==> config.mk <==
export PLATFORM = sky130hd
export DESIGN_NAME = save_data_streamer_flat
export DESIGN_NICKNAME = d
export VERILOG_FILES = /design/src/rtl/save_data_streamer_pkg.sv /design/src/rtl/save_data_streamer_if.sv /design/src/rtl/save_data_streamer_word_lane.sv /design/src/rtl/save_data_streamer.sv /design/src/flat_wrapper.sv
export SDC_FILE = /design/constraint.sdc
export NUM_CORES = 1
export LEC_CHECK = 0
export CORE_ASPECT_RATIO = 0.8
export CORE_MARGIN = 2
export CORE_UTILIZATION = 51
export DETAILED_ROUTE_END_ITERATION = 16
export MAX_ROUTING_LAYER = met4
export PLACE_DENSITY_LB_ADDON = 0.05
export SYNTH_ARGS = -nofsm -noshare
export SYNTH_HDL_FRONTEND = slang
export SYNTH_SLANG_ARGS = --single-unit
==> constraint.sdc <==
create_clock -name clk_ppu_21_47 -period 3.45 [get_ports clk_ppu_21_47]
set_input_delay 0.5175 -clock clk_ppu_21_47 [delete_from_list [all_inputs] [get_ports clk_ppu_21_47]]
set_output_delay 0.5175 -clock clk_ppu_21_47 [all_outputs]
set_load 0.1 [all_outputs]
==> src/rtl/save_data_streamer_pkg.sv <==
// Shared sizes and FSM encoding for the save-RAM byte streamer.
package save_stream_pkg;

    localparam int SS_ADDR_W = 18;
    localparam int SS_LEN_W  = 19;
    localparam int SS_LANES  = 4;
    localparam int SS_LANE_W = $clog2(SS_LANES);

    typedef enum logic [2:0] {
        S_IDLE,
        S_LD_WORD,
        S_LD_STROBE,
        S_LD_GAP,
        S_UL_STROBE,
        S_UL_WAIT,
        S_UL_PUSH,
        S_FINISH
    } ss_state_e;

    function automatic logic is_busy(input ss_state_e s);
        return !(s == S_IDLE || s == S_FINISH);
    endfunction

endpackage

==> src/rtl/save_data_streamer_if.sv <==
// 32-bit word streams between the bridge save FIFO and the save-RAM streamer.
interface save_data_streamer_if;

    logic [31:0] in_word;
    logic        in_word_valid;
    logic        in_word_ready;
    logic [31:0] out_word;
    logic        out_word_valid;
    logic        out_word_ready;

    modport master (
        output in_word, in_word_valid, out_word_ready,
        input  in_word_ready, out_word, out_word_valid
    );

    modport slave (
        input  in_word, in_word_valid, out_word_ready,
        output in_word_ready, out_word, out_word_valid
    );

endinterface

==> src/rtl/save_data_streamer_word_lane.sv <==
// Word shadow register with a byte-lane pointer: byte select for load,
// byte insert for unload.
module save_word_lane
    import save_stream_pkg::*;
(
    input  logic                 clk_i,
    input  logic                 rst_ni,
    input  logic                 clr_i,
    input  logic                 word_ld_i,
    input  logic                 byte_wr_i,
    input  logic                 lane_inc_i,
    input  logic [31:0]          word_i,
    input  logic [7:0]           byte_i,
    output logic [31:0]          word_o,
    output logic [7:0]           byte_o,
    output logic [SS_LANE_W-1:0] lane_o
);

    logic [31:0]          word_q, word_d;
    logic [SS_LANE_W-1:0] lane_q, lane_d;

    always_comb begin
        word_d = word_q;
        lane_d = lane_q;
        if (clr_i) begin
            word_d = '0;
            lane_d = '0;
        end else if (word_ld_i) begin
            word_d = word_i;
            lane_d = '0;
        end else begin
            if (byte_wr_i) begin
                word_d[{lane_q, 3'b000} +: 8] = byte_i;
            end
            if (lane_inc_i) begin
                lane_d = lane_q + 1'b1;
            end
        end
    end

    always_ff @(posedge clk_i or negedge rst_ni) begin
        if (!rst_ni) begin
            word_q <= '0;
            lane_q <= '0;
        end else begin
            word_q <= word_d;
            lane_q <= lane_d;
        end
    end

    assign word_o = word_q;
    assign byte_o = word_q[{lane_q, 3'b000} +: 8];
    assign lane_o = lane_q;

endmodule

==> src/rtl/save_data_streamer.sv <==
// Moves save data between 32-bit bridge words and the core's byte-wide sd_buff
// port, one strobed byte access every ACCESS_CYCLES clocks.
module save_data_streamer
    import save_stream_pkg::*;
#(
    parameter int ACCESS_CYCLES = 16,
    parameter int RD_SAMPLE     = 12
) (
    input  logic                 clk_ppu_21_47,
    input  logic                 reset_n,
    input  logic                 load_start,
    input  logic                 unload_start,
    input  logic [SS_LEN_W-1:0]  xfer_len,
    save_data_streamer_if.slave  word_if,
    output logic [SS_ADDR_W-1:0] sd_buff_addr,
    output logic [7:0]           sd_buff_dout,
    output logic                 sd_buff_wr,
    output logic                 sd_buff_rd,
    input  logic [7:0]           sd_buff_din,
    output logic                 busy,
    output logic                 done
);

    localparam int TMR_W = $clog2(ACCESS_CYCLES);
    localparam logic [TMR_W-1:0] T_END = TMR_W'(ACCESS_CYCLES - 1);
    localparam logic [TMR_W-1:0] T_PRE = TMR_W'(ACCESS_CYCLES - 2);
    localparam logic [TMR_W-1:0] T_SMP = TMR_W'(RD_SAMPLE);

    ss_state_e            state_q, state_d;
    logic [SS_LEN_W-1:0]  count_q, count_d;
    logic [SS_LEN_W-1:0]  len_q, len_d;
    logic [TMR_W-1:0]     timer_q, timer_d;
    logic [SS_LEN_W-1:0]  count_inc;
    logic                 last_byte;

    logic                 lane_clr, lane_word_ld, lane_byte_wr, lane_inc;
    logic [31:0]          shadow_word;
    logic [7:0]           lane_byte;
    logic [SS_LANE_W-1:0] lane;
    logic                 lane_full;

    assign count_inc = count_q + 1'b1;
    assign last_byte = (count_inc == len_q);
    assign lane_full = (lane == SS_LANE_W'(SS_LANES - 1));

    save_word_lane u_lane (
        .clk_i      (clk_ppu_21_47),
        .rst_ni     (reset_n),
        .clr_i      (lane_clr),
        .word_ld_i  (lane_word_ld),
        .byte_wr_i  (lane_byte_wr),
        .lane_inc_i (lane_inc),
        .word_i     (word_if.in_word),
        .byte_i     (sd_buff_din),
        .word_o     (shadow_word),
        .byte_o     (lane_byte),
        .lane_o     (lane)
    );

    always_comb begin
        state_d                = state_q;
        count_d                = count_q;
        len_d                  = len_q;
        timer_d                = timer_q;
        lane_clr               = 1'b0;
        lane_word_ld           = 1'b0;
        lane_byte_wr           = 1'b0;
        lane_inc               = 1'b0;
        word_if.in_word_ready  = 1'b0;
        word_if.out_word_valid = 1'b0;
        sd_buff_wr             = 1'b0;
        sd_buff_rd             = 1'b0;
        done                   = 1'b0;
        busy                   = is_busy(state_q);

        case (state_q)
            S_IDLE: begin
                if (load_start || unload_start) begin
                    len_d    = xfer_len;
                    count_d  = '0;
                    lane_clr = 1'b1;
                    if (xfer_len == '0) begin
                        state_d = S_FINISH;
                    end else if (load_start) begin
                        state_d = S_LD_WORD;
                    end else begin
                        state_d = S_UL_STROBE;
                    end
                end
            end

            S_LD_WORD: begin
                word_if.in_word_ready = 1'b1;
                if (word_if.in_word_valid) begin
                    lane_word_ld = 1'b1;
                    state_d      = S_LD_STROBE;
                end
            end

            S_LD_STROBE: begin
                sd_buff_wr = 1'b1;
                timer_d    = TMR_W'(1);
                state_d    = S_LD_GAP;
            end

            // The next word is offered in the last gap cycle so word boundaries keep full strobe rate.
            S_LD_GAP: begin
                timer_d = timer_q + 1'b1;
                if (timer_q == T_END) begin
                    count_d = count_inc;
                    if (last_byte) begin
                        state_d = S_FINISH;
                    end else if (lane_full) begin
                        word_if.in_word_ready = 1'b1;
                        if (word_if.in_word_valid) begin
                            lane_word_ld = 1'b1;
                            state_d      = S_LD_STROBE;
                        end else begin
                            state_d = S_LD_WORD;
                        end
                    end else begin
                        lane_inc = 1'b1;
                        state_d  = S_LD_STROBE;
                    end
                end
            end

            S_UL_STROBE: begin
                sd_buff_rd = 1'b1;
                timer_d    = TMR_W'(1);
                state_d    = S_UL_WAIT;
            end

            // A word push takes the final slot of its last access; the count advances on handshake.
            S_UL_WAIT: begin
                timer_d = timer_q + 1'b1;
                if (timer_q == T_SMP) begin
                    lane_byte_wr = 1'b1;
                end
                if ((lane_full || last_byte) && timer_q == T_PRE) begin
                    state_d = S_UL_PUSH;
                end else if (timer_q == T_END) begin
                    count_d  = count_inc;
                    lane_inc = 1'b1;
                    state_d  = S_UL_STROBE;
                end
            end

            S_UL_PUSH: begin
                word_if.out_word_valid = 1'b1;
                if (word_if.out_word_ready) begin
                    count_d = count_inc;
                    if (last_byte) begin
                        state_d = S_FINISH;
                    end else begin
                        lane_clr = 1'b1;
                        state_d  = S_UL_STROBE;
                    end
                end
            end

            S_FINISH: begin
                done    = 1'b1;
                state_d = S_IDLE;
            end

            default: state_d = S_IDLE;
        endcase
    end

    always_ff @(posedge clk_ppu_21_47 or negedge reset_n) begin
        if (!reset_n) begin
            state_q <= S_IDLE;
            count_q <= '0;
            len_q   <= '0;
            timer_q <= '0;
        end else begin
            state_q <= state_d;
            count_q <= count_d;
            len_q   <= len_d;
            timer_q <= timer_d;
        end
    end

    assign sd_buff_addr     = count_q[SS_ADDR_W-1:0];
    assign sd_buff_dout     = lane_byte;
    assign word_if.out_word = shadow_word;

endmodule

==> src/flat_wrapper.sv <==
// flat-port wrapper written by rule: the top's interface ports become plain ports
module save_data_streamer_flat import save_stream_pkg::*;
#(
    parameter int ACCESS_CYCLES = 16,
    parameter int RD_SAMPLE     = 12
)
  (clk_ppu_21_47, reset_n, load_start, unload_start, xfer_len, sd_buff_addr, sd_buff_dout, sd_buff_wr, sd_buff_rd, sd_buff_din, busy, done, word_if_in_word, word_if_in_word_valid, word_if_out_word_ready, word_if_in_word_ready, word_if_out_word, word_if_out_word_valid);
  save_data_streamer_if word_if_i ();
  input  logic clk_ppu_21_47;
  input  logic reset_n;
  input  logic load_start;
  input  logic unload_start;
  input  logic [SS_LEN_W-1:0] xfer_len;
  output logic [SS_ADDR_W-1:0] sd_buff_addr;
  output logic [7:0] sd_buff_dout;
  output logic sd_buff_wr;
  output logic sd_buff_rd;
  input  logic [7:0] sd_buff_din;
  output logic busy;
  output logic done;
  input wire logic [$bits(word_if_i.in_word)-1:0] word_if_in_word;
  input wire logic [$bits(word_if_i.in_word_valid)-1:0] word_if_in_word_valid;
  input wire logic [$bits(word_if_i.out_word_ready)-1:0] word_if_out_word_ready;
  output wire logic [$bits(word_if_i.in_word_ready)-1:0] word_if_in_word_ready;
  output wire logic [$bits(word_if_i.out_word)-1:0] word_if_out_word;
  output wire logic [$bits(word_if_i.out_word_valid)-1:0] word_if_out_word_valid;
  assign word_if_i.in_word = word_if_in_word;
  assign word_if_i.in_word_valid = word_if_in_word_valid;
  assign word_if_i.out_word_ready = word_if_out_word_ready;
  assign word_if_in_word_ready = word_if_i.in_word_ready;
  assign word_if_out_word = word_if_i.out_word;
  assign word_if_out_word_valid = word_if_i.out_word_valid;
  save_data_streamer #(.ACCESS_CYCLES(ACCESS_CYCLES), .RD_SAMPLE(RD_SAMPLE)) u_core (.clk_ppu_21_47(clk_ppu_21_47), .reset_n(reset_n), .load_start(load_start), .unload_start(unload_start), .xfer_len(xfer_len), .word_if(word_if_i), .sd_buff_addr(sd_buff_addr), .sd_buff_dout(sd_buff_dout), .sd_buff_wr(sd_buff_wr), .sd_buff_rd(sd_buff_rd), .sd_buff_din(sd_buff_din), .busy(busy), .done(done));
endmodule
==> results of run 1 <==
[final cells by class]
type                       count  area [µm²]
timing repair buffer         145        1370
fill                         860        3280
inverter                      12        45.0
tap                          140         175
clock buffer                  10         239
clock inverter                 6        60.1
sequential                    79        1990
multi-input combinational    433        3120
[worst register-to-register path: stages (launching register included)]
cell and delay (ns):
dfrtp_1 0.55, nand4_1 0.14, buf_4 0.19, nor4_4 0.35
xnor2_1 0.16, a2111oi_4 0.40, buf_4 0.19, a41oi_2 0.17
o221ai_1 0.30, buf_4 0.30, o21ai_0 0.14, o41ai_1 0.09
[path summary, 6_finish.rpt]
check | to | depth (start not counted) | slack [ns] | startpoint
max | word_if_in_word_ready | 9 | 0.08 | u_core.count_q[8]
min | u_core.count_q[10] | 1 | 0.35 | reset_n
max reg2reg | u_core.count_q[8] | 11 | 0.36 | u_core.count_q[8]
min reg2reg | u_core.count_q[18] | 1 | 0.50 | u_core.count_q[18]
max in group asynchronous | u_core.count_q[1] | 1 | 2.37 | reset_n
min in group clk_ppu_21_47 | u_core.count_q[18] | 1 | 0.50 | u_core.count_q[18]
[layer usage]
layer  share of wire  vias up  wire (µm)  GRT usage
met5               0        -          0          -
met4          0.0086        0        133     0.0675
met3           0.075       15       1150     0.0545
met2            0.44      215       6710      0.401
met1            0.48     2401       7420      0.422
li1                -     2312          -          -
[power breakdown]
group | total [µW] | switching (µW) | internal [µW]
clock | 956 | 380 | 576
combinational | 4240 | 2960 | 1280
sequential | 1680 | 414 | 1270
[cells by family after synthesis]
logic type               count (synthesis)
AO/OA/AOI/OAI                          150
adder cells (fa/ha/maj)                  9
AND/OR/NAND/NOR                        219
flip-flops                              79
XOR/XNOR                                27
buffers and inverters                   66
multiplexers                            28
[state kept, by name (all words and copies together), names as in the netlist]
signal / count
u_core.timer_q: 4
u_core.state_q: 3
u_core.u_lane.lane_o: 2
u_core.len_q: 19
u_core.count_q: 19
u_core.u_lane.word_o: 32
[Yosys cell counts, drive strengths merged, types with 9 or more instances]
cell type,instances
nor2,68
o31ai,9
mux2,19
buf,46
nand2,29
and3,40
a211oi,35
a21oi,44
o21ai,32
nor4,11
ha,9
dfrtp,79
nand3,17
nand2b,9
nand4,12
nor3,11
xnor2,20
inv,12
[what timing repair did]
action / 4_1_cts / 5_1_grt
pin swaps: 1 / 5
gates resized for setup: 6 / 13
buffers inserted: 0 / 2
endpoints found under the setup margin: 1 / 1
[metrics by stage]
stage | setup WS, ns | hold slack [ns] | util
6_report | 0.0826 | 0.346 | 0.681
5_1_grt | 0.00396 | 0.440 | 0.681
4_1_cts | 0.00854 | 0.396 | 0.674
3_5_place_dp | 0.163 | 0.493 | 0.643
3_3_place_gp | 0.290 | 0.490 | 0.643
2_1_floorplan | 0.224 | 0.222 | -
==> flow_summary.yaml, run 1 <==
placement:
  placed_area_um2: 6610
  place_inst: 807
  dp_hpwl_um: 11200
  portBuffers: 128
  place_congestion: 0.924
critical_path:
  path_class: "reg -> out"
  path_buf_inv: 2
  critPathCaptureType: "output pin"
  crit_chain: "nand4_1 > buf_4 > nor4_4 > xnor2_1 > a2111oi_4 > nand4_4 > nand3_1 > a21oi_2 > buf_12"
  crit_arrival_ns: 2.85
  cp_top_family: "simple AND/OR/NAND/NOR gates"
  critPathMaxFanout: 11
  slowest_stage: "dfrtp_1"
  cp-start-kind: "flip-flop"
  slowest_delay_ns: 0.55
  worstPathRequired_ns: 2.93
timing:
  setup_viol: 0
  period_share: 0.976
  worstMarginPinSlew_ns: 1.03
  slew_headroom: 0.314
  rsz0062_at_grt: "false"
  finalMaxSlewViolations: 0
  tns_ns: 0
  skew_ns: 0.00552
  min_period_ns: 3.37
  timing.fmax_mhz: 297
  finalHoldViolations: 0
yosys:
  netlist_area_um2: 5390
  synth_edf_count: 0
  yosys-mux-area-fraction: 0.0749
  syn_nets: 652
  yosys.area.top_type_share: 0.367
  synth-compound-area-share: 0.200
  synthAdderAreaFrac: 0.0209
  netlist_instances: 578
  synth-simple-area-share: 0.223
  synth_seq_cells: 79
  yosys_most_used_dff: "dfrtp_1"
  yosys-top-cells-area: "dfrtp_1 (37%), nor2_1 (4.7%), a211oi_2 (4.6%)"
  synth.distinct_cells: 59
  yosysWarningCount: 0
  async_reset_ff_frac: 1.00
  synth_top_family_by_area: "simple AND/OR/NAND/NOR gates"
  syn_avg_cell_area_um2: 9.33
  synthXorXnorAreaFrac: 0.0438
  yosysTopAreaCell: "dfrtp_1"
  seq_area_frac_synth: 0.367
power:
  power_leakage_uw: 0.00294
  finalPower_uw: 6880
  p_per_area_nw_per_um2: 982
  ir_drop_mv: 0.735
grt:
  grt_max_degree: 80
  grt_pass1_vias: 4541
  grt_pass1_wl_um: 24500
  antenna_found_initial: 0
  grt.total_usage: 0.285
  gr-total-overflow: 0
final_layout:
  final_common_cell: "clkdlybuf4s50_1"
  fin_nets: 754
  fin_area_um2: 7000
  antenna_cells: 0
  final_cells: 825
  layout_common_cells: "clkdlybuf4s50_1 (98), dfrtp_1 (71), nor2_1 (67)"
  drive_gt1_frac: 0.209
  syn_to_final_growth_pct: 29.7
routing:
  drt_pass1_iterations: 7
  wl_per_cell_um: 18.7
  vias: 4943
  drcViolationCount: 0
  ant_nets: 0
  routed_via_density: 5.99
  drtIter0Drc: 392
  wl_um: 15400
clock_tree:
  clk_pin_slew_ns: 0.06
  cts_buffers: 9
  cts_tree: "built"
  cts_root_buf: "clkbuf_16"
  clkLatencyLatePin_ns: 0.34
  cts_sinks: 79
  holdBufCountCts: 0
  cts.path.max_buffers: 2
  h-tree-depth: 3
floorplan:
  coreArea_um2: 10300
  fp-row-count: 33
  pin_count: 129
  start_util: 0.525
  die_h_um: 96.0
  die_w_um: 119
  dieArea_um2: 11400
job:
  maxCapViolCount: 0
status:
  status: "complete, no violations"
hold_path:
  hold_path_class: "in -> async"
No activity file was read; power rests on OpenSTA's default activity.
==> run 2: changes to the inputs <==
Settings changed: CORE_UTILIZATION 51 to 45.
Clock period 3.45 ns to 4.09 ns, I/O delays scaled along.
==> flow_summary.yaml, run 2 (same netlist as run 1, synthesis figures left out) <==
status:
  status: "complete, no violations"
timing:
  skew_ns: 0.00463
  period_share: 0.937
  slew_headroom: 0.309
  tns_ns: 0
  timing.fmax_mhz: 261
  setup_viol: 0
  finalMaxSlewViolations: 0
  finalHoldViolations: 0
  min_period_ns: 3.83
  worstMarginPinSlew_ns: 1.04
  fin_ws_ns: 0.258
  rsz0062_at_grt: "false"
routing:
  wl_per_cell_um: 19.8
  routed_via_density: 5.96
  met3_length_um: 1110
  drcViolationCount: 0
  ant_nets: 0
  vias: 4895
  drtIter0Drc: 403
  wl_met1_um: 8020
  drt_pass1_iterations: 5
  wl_um: 16200
  dr_wl_met2_um: 6920
  top_layer: "met4"
critical_path:
  crit_end: "word_if_in_word_ready"
  crit_arrival_ns: 3.22
  worstPathRequired_ns: 3.48
  slowest_delay_ns: 0.56
  r2r-start: "u_core.count_q[0]"
  critPathMaxFanout: 9
  critPathCaptureType: "output pin"
  path_class: "reg -> out"
  r2r_cells: 9
  critPathLaunch: "u_core.count_q[0]"
  reg2reg_to: "u_core.count_q[7]"
  crit_chain: "ha_2 > nand3_4 > nor4_1 > xnor2_1 > a2111oi_4 > nand4_2 > nand3_1 > a21oi_1 > buf_4"
  reg2reg_slack_ns: 0.60
  cp-start-kind: "flip-flop"
  slowest_stage: "nor4_1"
grt:
  antenna_found_initial: 0
  grt_pass1_wl_um: 25500
  grt_max_degree: 80
  grt.total_usage: 0.259
  grt_pass1_vias: 4641
  gr-total-overflow: 0
placement:
  dp_hpwl_um: 11700
  place_worst_setup_slack_ns: 0.600
  portBuffers: 128
  place_congestion: 0.949
clock_tree:
  cts_sinks: 79
  cts_tree: "built"
  cts_root_buf: "clkbuf_16"
  cts.path.max_buffers: 2
  cts_buffers: 9
  clkLatencyLatePin_ns: 0.34
  h-tree-depth: 3
  clk_pin_slew_ns: 0.06
hold_path:
  hold_path_class: "in -> async"
final_layout:
  seqCellArea_um2: 1980
  antenna_cells: 0
  multi_input_area_um2: 3050
  fill_cells: 992
  drive_gt1_frac: 0.131
  final_common_cell: "clkdlybuf4s50_1"
  layout_common_cells: "clkdlybuf4s50_1 (125), dfrtp_1 (79), nor2_1 (68)"
  syn_to_final_growth_pct: 27.4
  largest_register_ffs: 32
  fin_nets: 742
floorplan:
  die_w_um: 126
  coreArea_um2: 11600
  pin_count: 129
  fp-row-count: 35
  die_h_um: 102
  start_util: 0.465
  dieArea_um2: 12900
job:
  maxCapViolCount: 0
power:
  ir_drop_mv: 0.545
  power_leakage_uw: 0.00278
  p_per_area_nw_per_um2: 836
==> run 2: cell types whose count changed in the layout (fill, tap and decap cells not counted), sizes merged <==
cell / before / now
clkdlybuf4s50: 98 / 125
buf: 47 / 8
clkinv: 3 / 4
clkinvlp: 2 / 1
==> run 2: stage by stage <==
step	hold slack [ns]	util	instance area (µm²)	power (µW)	cells
after detailed placement	0.492	0.567	6580	4950	805
after floorplan	0.318	-	5390	4100	578
after CTS	0.504	0.592	6870	5760	821
after global routing	0.532	0.592	6870	6010	821
after global placement	0.484	0.567	6580	4920	805
final	0.467	0.592	6870	5740	821
==> run 2: power breakdown <==
group	internal, µW	total (µW)	switching [µW]
sequential	1070	1420	358
combinational	1040	3520	2480
clock	471	800	329
==> run 2: worst min path at each step <==
stage,startpoint,depth (start not counted),endpoint
2_1_floorplan,reset_n,0,u_core.count_q[0]
3_3_place_gp,u_core.count_q[18],1,u_core.count_q[18]
3_5_place_dp,u_core.count_q[18],1,u_core.count_q[18]
4_1_cts,reset_n,1,u_core.count_q[7]
5_1_grt,u_core.count_q[18],1,u_core.count_q[18]
6_report,reset_n,1,u_core.count_q[7]
==> run 2: worst max-delay path: cells and delay by family (launching register included) <==
family          cells  cell delay (ns)
simple gates        4             1.20
buf+inv             1             0.27
flops               1             0.52
compound gates      2             0.37
xor+xnor            1             0.18
fa+ha+maj           1             0.32
==> run 2: what timing repair did <==
action / CTS / global route
resized for setup: 0 / 1
setup buffers: 0 / 0
setup endpoints to repair: 0 / 1
hold buffers: 0 / 0
==> run 2: area by class of cell <==
type                    count  share of cell area
clock buffers              10              0.0333
clock inverters             6             0.00892
inverters                  12             0.00656
multi-input cells         433               0.444
flip-flops and latches     79               0.288
well taps                 148              0.0270
repair buffers            133               0.193
==> run 2: metal layers <==
metal,global-route usage,vias up
met2,0.361,190
li1,-,2284
met1,0.390,2405
met5,-,-
met4,0.0592,0
met3,0.0471,16
